`config.mk`:
```
export PLATFORM = sky130hd
export DESIGN_NAME = sad_min_select_flat
export DESIGN_NICKNAME = d
export VERILOG_FILES = /design/src/rtl/sad_min_select_pkg.sv /design/src/rtl/sad_min_select_if.sv /design/src/rtl/sad_tag_pipe.sv /design/src/rtl/sad_min_select.sv /design/src/flat_wrapper.sv
export SDC_FILE = /design/constraint.sdc
export NUM_CORES = 1
export LEC_CHECK = 0
export CORE_MARGIN = 1
export CORE_UTILIZATION = 50
export CTS_CLUSTER_SIZE = 16
export DETAILED_ROUTE_END_ITERATION = 7
export GPL_TIMING_DRIVEN = 0
export MAX_ROUTING_LAYER = met4
export PLACE_DENSITY = 0.81
export REMOVE_ABC_BUFFERS = 1
export SYNTH_ARGS = -nofsm -noshare
export SYNTH_HDL_FRONTEND = slang
export SYNTH_SLANG_ARGS = --single-unit
```
`constraint.sdc`:
```
create_clock -name clk -period 3.12 [get_ports clk]
set_input_delay 0.312 -clock clk [delete_from_list [all_inputs] [get_ports clk]]
set_output_delay 0.312 -clock clk [all_outputs]
set_load 0.01 [all_outputs]
```
`src/rtl/sad_min_select_pkg.sv`:
```
// Shared constants and types for the SAD minimum selector.
// SUM_LATENCY must track the SAD adder-tree pipeline depth.
package sad_min_select_pkg;

  localparam int SUM_LATENCY = 5;
  localparam int SAD_W       = 16;

  typedef enum logic [1:0] {
    S_IDLE,
    S_SEARCH,
    S_DONE
  } state_t;

endpackage

```
`src/rtl/sad_min_select_if.sv`:
```
// Control/result bundle between the search sequencer and the
// SAD minimum selector.
interface sad_min_select_if #(
  parameter int MVW = 6
);
  import sad_min_select_pkg::*;

  logic                  start;
  logic                  cand_valid;
  logic [SAD_W-1:0]      sad_in;
  logic                  busy;
  logic                  done;
  logic [SAD_W-1:0]      best_sad;
  logic signed [MVW-1:0] best_mvx;
  logic signed [MVW-1:0] best_mvy;

  modport master (
    output start, cand_valid, sad_in,
    input  busy, done, best_sad, best_mvx, best_mvy
  );

  modport slave (
    input  start, cand_valid, sad_in,
    output busy, done, best_sad, best_mvx, best_mvy
  );

endinterface

```
`src/rtl/sad_tag_pipe.sv`:
```
// Valid delay line that realigns candidate tags with the SAD tree.
// Synchronous clear drops every in-flight tag.
module sad_tag_pipe
  import sad_min_select_pkg::*;
#(
  parameter int DEPTH = SUM_LATENCY
) (
  input  logic clk,
  input  logic clr,
  input  logic din,
  output logic dout
);

  logic [DEPTH-1:0] sr;

  always_ff @(posedge clk) begin
    if (clr) sr <= '0;
    else     sr <= (sr << 1) | DEPTH'(din);
  end

  assign dout = sr[DEPTH-1];

endmodule

```
`src/rtl/sad_min_select.sv`:
```
// Tracks the minimum SAD over a raster-ordered full-search window.
// Define SAD_ZERO_MV_BIAS_EN to favour the (0,0) candidate by ZMV_BIAS.
module sad_min_select
  import sad_min_select_pkg::*;
#(
  parameter int RANGE = 16,
  parameter int MVW   = 6
`ifdef SAD_ZERO_MV_BIAS_EN
  , parameter int ZMV_BIAS = 16
`endif
) (
  input  logic            clk,
  input  logic            rst,
  sad_min_select_if.slave bus
);

  localparam int N  = (2 * RANGE) ** 2;
  localparam int CW = $clog2(N) + 1;

  localparam logic signed [MVW-1:0] LO  = MVW'(-RANGE);
  localparam logic signed [MVW-1:0] HI  = MVW'(RANGE - 1);
  localparam logic signed [MVW-1:0] ONE = MVW'(1);

  state_t state_q, state_d;

  logic [CW-1:0]         issue_cnt;
  logic signed [MVW-1:0] x, y;
  logic signed [MVW-1:0] run_x, run_y;
  logic [SAD_W-1:0]      run_min;
  logic [SAD_W-1:0]      eff_sad;
  logic [SAD_W-1:0]      best_sad;
  logic signed [MVW-1:0] best_mvx, best_mvy;
  logic tag_in, tag_out;
  logic consume, better, last;

  assign tag_in = bus.cand_valid
               && (state_q == S_SEARCH)
               && (issue_cnt < CW'(N));

  sad_tag_pipe #(
    .DEPTH (SUM_LATENCY)
  ) u_tag_pipe (
    .clk  (clk),
    .clr  (rst),
    .din  (tag_in),
    .dout (tag_out)
  );

`ifdef SAD_ZERO_MV_BIAS_EN
  always_comb begin
    eff_sad = bus.sad_in;
    if (x == '0 && y == '0) begin
      if (bus.sad_in > SAD_W'(ZMV_BIAS))
        eff_sad = bus.sad_in - SAD_W'(ZMV_BIAS);
      else
        eff_sad = '0;
    end
  end
`else
  assign eff_sad = bus.sad_in;
`endif

  assign consume = tag_out && (state_q == S_SEARCH);
  assign better  = eff_sad < run_min;
  assign last    = consume && (x == HI) && (y == HI);

  always_ff @(posedge clk) begin
    if (rst) state_q <= S_IDLE;
    else     state_q <= state_d;
  end

  always_comb begin
    state_d = state_q;
    unique case (state_q)
      S_IDLE:   if (bus.start) state_d = S_SEARCH;
      S_SEARCH: if (last)      state_d = S_DONE;
      S_DONE:                  state_d = S_IDLE;
      default:                 state_d = S_IDLE;
    endcase
  end

  always_ff @(posedge clk) begin
    if (rst) begin
      issue_cnt <= '0;
      x         <= '0;
      y         <= '0;
      run_min   <= '1;
      run_x     <= '0;
      run_y     <= '0;
      best_sad  <= '1;
      best_mvx  <= '0;
      best_mvy  <= '0;
    end else begin
      if (state_q == S_IDLE && bus.start) begin
        issue_cnt <= '0;
        x         <= LO;
        y         <= LO;
        run_min   <= '1;
        run_x     <= '0;
        run_y     <= '0;
      end
      if (tag_in) issue_cnt <= issue_cnt + CW'(1);
      if (consume) begin
        if (better) begin
          run_min <= eff_sad;
          run_x   <= x;
          run_y   <= y;
        end
        if (x == HI) begin
          x <= LO;
          y <= y + ONE;
        end else begin
          x <= x + ONE;
        end
      end
      // fold the final candidate in directly; run_* is a cycle behind
      if (last) begin
        best_sad <= better ? eff_sad : run_min;
        best_mvx <= better ? x : run_x;
        best_mvy <= better ? y : run_y;
      end
    end
  end

  assign bus.busy     = (state_q == S_SEARCH);
  assign bus.done     = (state_q == S_DONE);
  assign bus.best_sad = best_sad;
  assign bus.best_mvx = best_mvx;
  assign bus.best_mvy = best_mvy;

endmodule

```
`src/flat_wrapper.sv`:
```
// flat-port wrapper written by rule: the top's interface ports become plain ports
module sad_min_select_flat import sad_min_select_pkg::*;
#(
  parameter int RANGE = 16,
  parameter int MVW   = 6

)
  (clk, rst, bus_start, bus_cand_valid, bus_sad_in, bus_busy, bus_done, bus_best_sad, bus_best_mvx, bus_best_mvy);
  sad_min_select_if #(.MVW(MVW)) bus_i ();
  input  logic clk;
  input  logic rst;
  input wire logic [$bits(bus_i.start)-1:0] bus_start;
  input wire logic [$bits(bus_i.cand_valid)-1:0] bus_cand_valid;
  input wire logic [$bits(bus_i.sad_in)-1:0] bus_sad_in;
  output wire logic [$bits(bus_i.busy)-1:0] bus_busy;
  output wire logic [$bits(bus_i.done)-1:0] bus_done;
  output wire logic [$bits(bus_i.best_sad)-1:0] bus_best_sad;
  output wire logic [$bits(bus_i.best_mvx)-1:0] bus_best_mvx;
  output wire logic [$bits(bus_i.best_mvy)-1:0] bus_best_mvy;
  assign bus_i.start = bus_start;
  assign bus_i.cand_valid = bus_cand_valid;
  assign bus_i.sad_in = bus_sad_in;
  assign bus_busy = bus_i.busy;
  assign bus_done = bus_i.done;
  assign bus_best_sad = bus_i.best_sad;
  assign bus_best_mvx = bus_i.best_mvx;
  assign bus_best_mvy = bus_i.best_mvy;
  sad_min_select #(.RANGE(RANGE), .MVW(MVW)) u_core (.clk(clk), .rst(rst), .bus(bus_i));
endmodule
```
After elaboration in Yosys (flattened, before gate mapping)
Cells that the tools add are included.
{"block": "op_classes", "addsub": 3, "magnitude_cmp": 2, "eq_ne": 6, "mux": 23, "bitwise": 1, "n_reduce_logical": 10}
{"operator": "2-to-1 mux 6 bit", "count": 14}
{"operator": "2-to-1 mux 16 bit", "count": 4}
{"operator": "2-to-1 mux 11 bit", "count": 2}
{"operator": "< comparator 16 bit", "count": 1}
{"operator": "adder 6 x 2 -> 6 bit (second input constant)", "count": 2}
{"operator": "== test 6 x 5 -> 1 bit (second input constant)", "count": 2}
{"operator": "adder 11 x 1 -> 11 bit (second input constant)", "count": 1}
{"operator": "< comparator 11 bit (second input constant)", "count": 1}
{"operator": "logical AND 1 bit", "count": 6}
{"operator": "OR 5 x 1 -> 5 bit", "count": 1}
{"operator": "2-to-1 mux 2 bit", "count": 2}
{"operator": "case mux 2 bit (2 select lines)", "count": 1}
{"operator": "nonzero test 2 bit", "count": 2}
{"operator": "== test 2 x 1 -> 1 bit (second input constant)", "count": 1}
{"operator": "== test 2 bit (second input constant)", "count": 1}
{"operator": "zero test 2 bit", "count": 1}
{"operator": "inequality test 2 x 1 -> 1 bit (second input constant)", "count": 1}
{"operator": "inequality test 2 bit (second input constant)", "count": 1}
{"operator": "AND reduction 2 bit", "count": 1}
{"block": "word_totals", "ff_bits": 86, "inputBits": 20, "output_inout_bits": 30, "wordCells": 56}

Longest topological paths before layout
{"block": "logic_depth", "depth_word": 6, "mapped_depth": 9, "mapped_depth_nobuf": 7}

Cells and area by module
From an unflattened synthesis, not the netlist that was laid out.
{"block": "hier_totals", "cells_unflattened": 508, "hier_area_um2": 4480.5}
{"mod": "sad_min_select", "n_inst": 1, "cells_per_inst": 498, "area_per_inst_um2": 4349.2, "seq_area_each_um2": 1621.6}
{"mod": "sad_tag_pipe", "n_inst": 1, "cells_per_inst": 10, "area_per_inst_um2": 131.4, "seq_area_each_um2": 100.1}

Worst setup path after synthesis
Ideal clock, no wire load.
{"block": "synth_timing", "path_kind": "reg-to-reg", "from": "reg u_core.run_min[15]", "to": "reg u_core.best_sad[0] (netlist: u_core.bus.best_sad[0])", "setup_time_ps": 142, "t_arrival_ps": 2126, "t_required_ps": 2978, "setup_slack_ps": 852, "path_stages_with_launch": 9, "path_buffers": 1, "synth_period_minus_slack_ps": 2268, "path_cell_list": "dfxtp_1 inv_1 ha_1 nand4_1 or3_4 o31a_2 buf_6 a2111oi_0 a311oi_1"}
{"block": "synth_between", "elab_chain_cells": 2}
{"element": "start, declared", "line": "sad_min_select.sv:29", "text": "logic [SAD_W-1:0] run_min;"}
{"element": "start signal, assigned", "line": "sad_min_select.sv:105", "text": "run_min <= eff_sad;"}
{"element": "< comparator 16 bit", "line": "sad_min_select.sv:64", "text": "assign better = eff_sad < run_min;"}
{"element": "2-to-1 mux 16 bit", "line": "sad_min_select.sv:118", "text": "best_sad <= better ? eff_sad : run_min;"}
{"element": "end signal, assigned", "line": "sad_min_select.sv:118"}
{"element": "end, declared", "line": "sad_min_select.sv:31", "text": "logic [SAD_W-1:0] best_sad;"}
Every way passes these cells.
A chain may end at the register's enable or synchronous reset.

Final worst setup path
{"block": "layout_timing", "from": "in bus_sad_in[15]", "to": "reg u_core.run_min[13]"}
{"block": "layout_between", "elab_chain_cells": 3}
{"element": "start, declared", "line": "flat_wrapper.sv:14", "text": "input wire logic [$bits(bus_i.sad_in)-1:0] bus_sad_in;"}
{"element": "< comparator 16 bit", "line": "sad_min_select.sv:64"}
{"element": "2-to-1 mux 16 bit", "line": "sad_min_select.sv:104", "text": "if (better) begin"}
{"element": "2-to-1 mux 16 bit", "line": "sad_min_select.sv:103", "text": "if (consume) begin"}
Every way passes these cells.

==> results.py <==
metrics = {
    "synthesis": {
        "yosysWarnings": 0,
        "yosysUniqueCellTypes": 47,
        "synth-edff-count": 0,
        "avgSynthCellArea_sq_um": 8.90,
        "async_reset_ff_share_pct": 0,
        "ys_ff_latch": 86,
        "synth-seq-area-share_pct": 41.1,
        "netlist_area_sq_um": 4190,
        "syn_inst": 470,
        "synthFlopType": "dfxtp_1",
    },
    "sta": {
        "fin_tns_setup_ns": 0,
        "relSlewSlack_pct": 32.8,
        "fin_crit_ns": 2.82,
        "worst-slew-pin-transition_ns": 1.01,
        "whs_ns": 0.376,
        "finalSetupViolations": 0,
        "hold_viol": 0,
        "min_period_over_period_pct": 90.4,
        "rsz0062_at_grt": "false",
        "fin_skew_ns": 0.00938,
        "fmax_mhz": 355,
        "slew_violations": 0,
    },
    "floorplan": {
        "ios": 50,
        "start_util_pct": 51.2,
        "die_h_um": 93.5,
        "num_rows": 33,
        "dieArea_sq_um": 8740,
        "core_sq_um": 8180,
        "die_w_um": 93.5,
    },
    "power_and_ir_drop": {
        "p_leak_nw": 2.05,
        "sw_frac_of_total_pct": 25.8,
        "p_switching_mw": 0.504,
        "comb_power_share_pct": 6.5,
        "intPower_mw": 1.45,
        "pwr-share-clk_pct": 36.5,
        "seqPwrFrac_pct": 57.0,
        "power.density_nw_per_um2": 400,
        "ir_drop_v": 0.000234,
    },
    "min_path": {
        "hold_path_class": "input port to flop",
    },
    "detailed_routing": {
        "vias": 3602,
        "drtAntennaViolNets": 0,
        "routed_via_density": 5.91,
        "first_iter_violations": 235,
        "drt_first_pass_iters": 4,
        "wl_per_cell_um": 15.3,
        "drc": 0,
        "drt_wl_total_mm": 9.34,
    },
    "cts": {
        "cts_buffers": 9,
        "clockRootBuffer": "clkbuf_8",
        "clk_pin_slew_worst_paths_ns": 0.09,
        "cts-resized-gates": 0,
        "numClockSinks": 86,
        "cts_tree": "done",
        "postCtsSetupBuffers": 0,
        "max-clock-path-buffers": 2,
        "clock_latency_ns": 0.36,
        "cts_hold_buf": 0,
        "ctsHtreeMaxLevel": 3,
    },
    "global_route": {
        "grt_usage_pct": 23.1,
        "grt_overflow": 0,
        "grt_pass1_wl_mm": 15.3,
        "grt_pass1_vias": 3303,
        "grt_start_max_net_pins": 91,
        "antenna_found_initial": 0,
    },
    "placed_design": {
        "place_hpwl_mm": 5.92,
        "portBuffers": 49,
        "place_congestion": 0.841,
        "dpl.cell_count": 593,
    },
    "worst_setup_path": {
        "endpoint_kind": "flop",
        "start_kind": "input port",
        "cp.required_ns": 3.36,
        "crit_fanout": 22,
        "ff2ff_setup_slack_ns": 0.32,
        "path_class": "input port to flop",
        "cp_data_arrival_time_ns": 3.06,
    },
    "run": {
        "maxCapViolations": 0,
    },
    "layout": {
        "drive_gt1_share_pct": 6.55,
        "final_cells": 609,
        "antennaDiodeCount": 0,
        "nets": 537,
        "syn_to_final_growth_pct": 16.8,
        "fin_util_pct": 59.8,
    },
    "status": {
        "status": "completed",
    },
}
cell families (layout without fill, tap and decap cells):
| group | after synthesis | in the layout | synth area share, % |
|---|---|---|---|
| flops | 86 | 86 | 41.1 |
| buf+inv | 49 | 83 | 5.44 |
| compound gates | 97 | 97 | 17.0 |
| mux | 33 | 33 | 8.04 |
| fa+ha+maj | 18 | 18 | 5.38 |
| simple gates | 187 | 187 | 23.0 |
Yosys cell counts (2+ instances only):
cell type	count	area, sq um
nand2b_1	13	81.3
clkbuf_1	23	86.3
a311oi_1	17	149
a31oi_1	4	25.0
nor2_1	58	218
o211ai_1	4	30.0
or3_1	2	12.5
a22oi_1	3	22.5
a211oi_1	7	52.6
ha_1	18	225
o21ai_0	12	60.1
and3_1	4	25.0
nor4_1	2	12.5
dfxtp_1	86	1720
buf_2	5	25.0
nor3_1	36	180
nor2b_1	7	43.8
mux2_2	5	56.3
o21bai_1	4	30.0
and2_1	3	18.8
nand4_1	4	25.0
nand3_1	16	80.1
nand2_1	16	60.1
and4_1	2	17.5
nand3b_1	17	128
inv_1	15	56.3
a2111oi_0	16	140
a21oi_1	21	105
mux2i_1	28	280
buf_6	5	56.3
cell usage in the layout, fill, tap and decap left out, types with 5 or more instances in the layout:
master,n
a2111oi_0,16
a211oi_1,7
a21oi_1,21
a311oi_1,17
clkbuf_8,9
clkdlybuf4s50_1,48
dfxtp_1,86
ha_1,18
inv_1,15
mux2_2,5
mux2i_1,28
nand2_1,16
nand2b_1,13
nand3_1,15
nand3b_1,17
nor2_1,58
nor2b_1,7
nor3_1,36
o21ai_0,12
sequential cells by signal (all words and copies together), names as in the netlist:
name                  count
u_core.run_y              6
u_core.u_tag_pipe.sr      5
u_core.issue_cnt         11
u_core.y                  6
u_core.bus.best_mvx       6
u_core.x                  6
u_core.run_min           16
u_core.run_x              6
u_core.bus.best_sad      16
u_core.bus.best_mvy       6
u_core.state_q            2
layout make-up:
class	instances	area, sq um
clock buffer	9	124
clock inverter	7	48.8
fill	693	3290
inverter	15	56.3
multi-input combinational	335	2250
sequential	86	1720
tap	105	131
timing repair buffer	52	551
worst max-delay path: stages:
cell	delay [ns]
clkdlybuf4s50_1	0.44
ha_1	0.34
and2_1	0.18
a221oi_1	0.57
o31a_4	0.45
nand3_2	0.33
buf_12	0.29
mux2i_1	0.13
through the flow:
stage          power, mW  setup slack, ns  area, sq um
5_1_grt             2.03            0.166         4890
6_report            1.95            0.300         4890
4_1_cts             1.97            0.212         4880
3_5_place_dp        1.26           -0.178         4710
3_3_place_gp        1.26            -2.32         4640
2_1_floorplan       1.19           -0.354         4010
path summary, 6_finish.rpt:
| kind | from | endpoint | cells after the start |
|---|---|---|---|
| min reg2reg | u_core.u_tag_pipe.sr[3]$_SDFF_PP0_ | u_core.u_tag_pipe.sr[4]$_SDFF_PP0_ | 1 |
| max reg2reg | u_core.run_min[15]$_SDFF_PP1_ | u_core.run_min[13]$_SDFF_PP1_ | 8 |
| min | rst | u_core.bus.best_mvy[5]$_SDFFE_PP0P_ | 2 |
| max | bus_sad_in[15] | u_core.run_min[13]$_SDFF_PP1_ | 8 |
routing by layer:
| metal | vias up | global-route usage, % | wire length [um] |
|---|---|---|---|
| li1 | 1797 | - | - |
| met5 | - | - | 0 |
| met1 | 1682 | 30.2 | 4270 |
| met4 | 0 | 11.2 | 89 |
| met2 | 115 | 35.1 | 4410 |
| met3 | 8 | 3.25 | 566 |
power by group through the flow:
stage / Clock [mW] / Combinational [mW] / Sequential, mW
after floorplan: 0 / 0.0565 / 1.14
after CTS: 0.729 / 0.127 / 1.11
after global placement: 0 / 0.123 / 1.14
final: 0.713 / 0.128 / 1.11
after global routing: 0.779 / 0.141 / 1.11
after detailed placement: 0 / 0.126 / 1.14
Power figures use the tool's default switching activity.
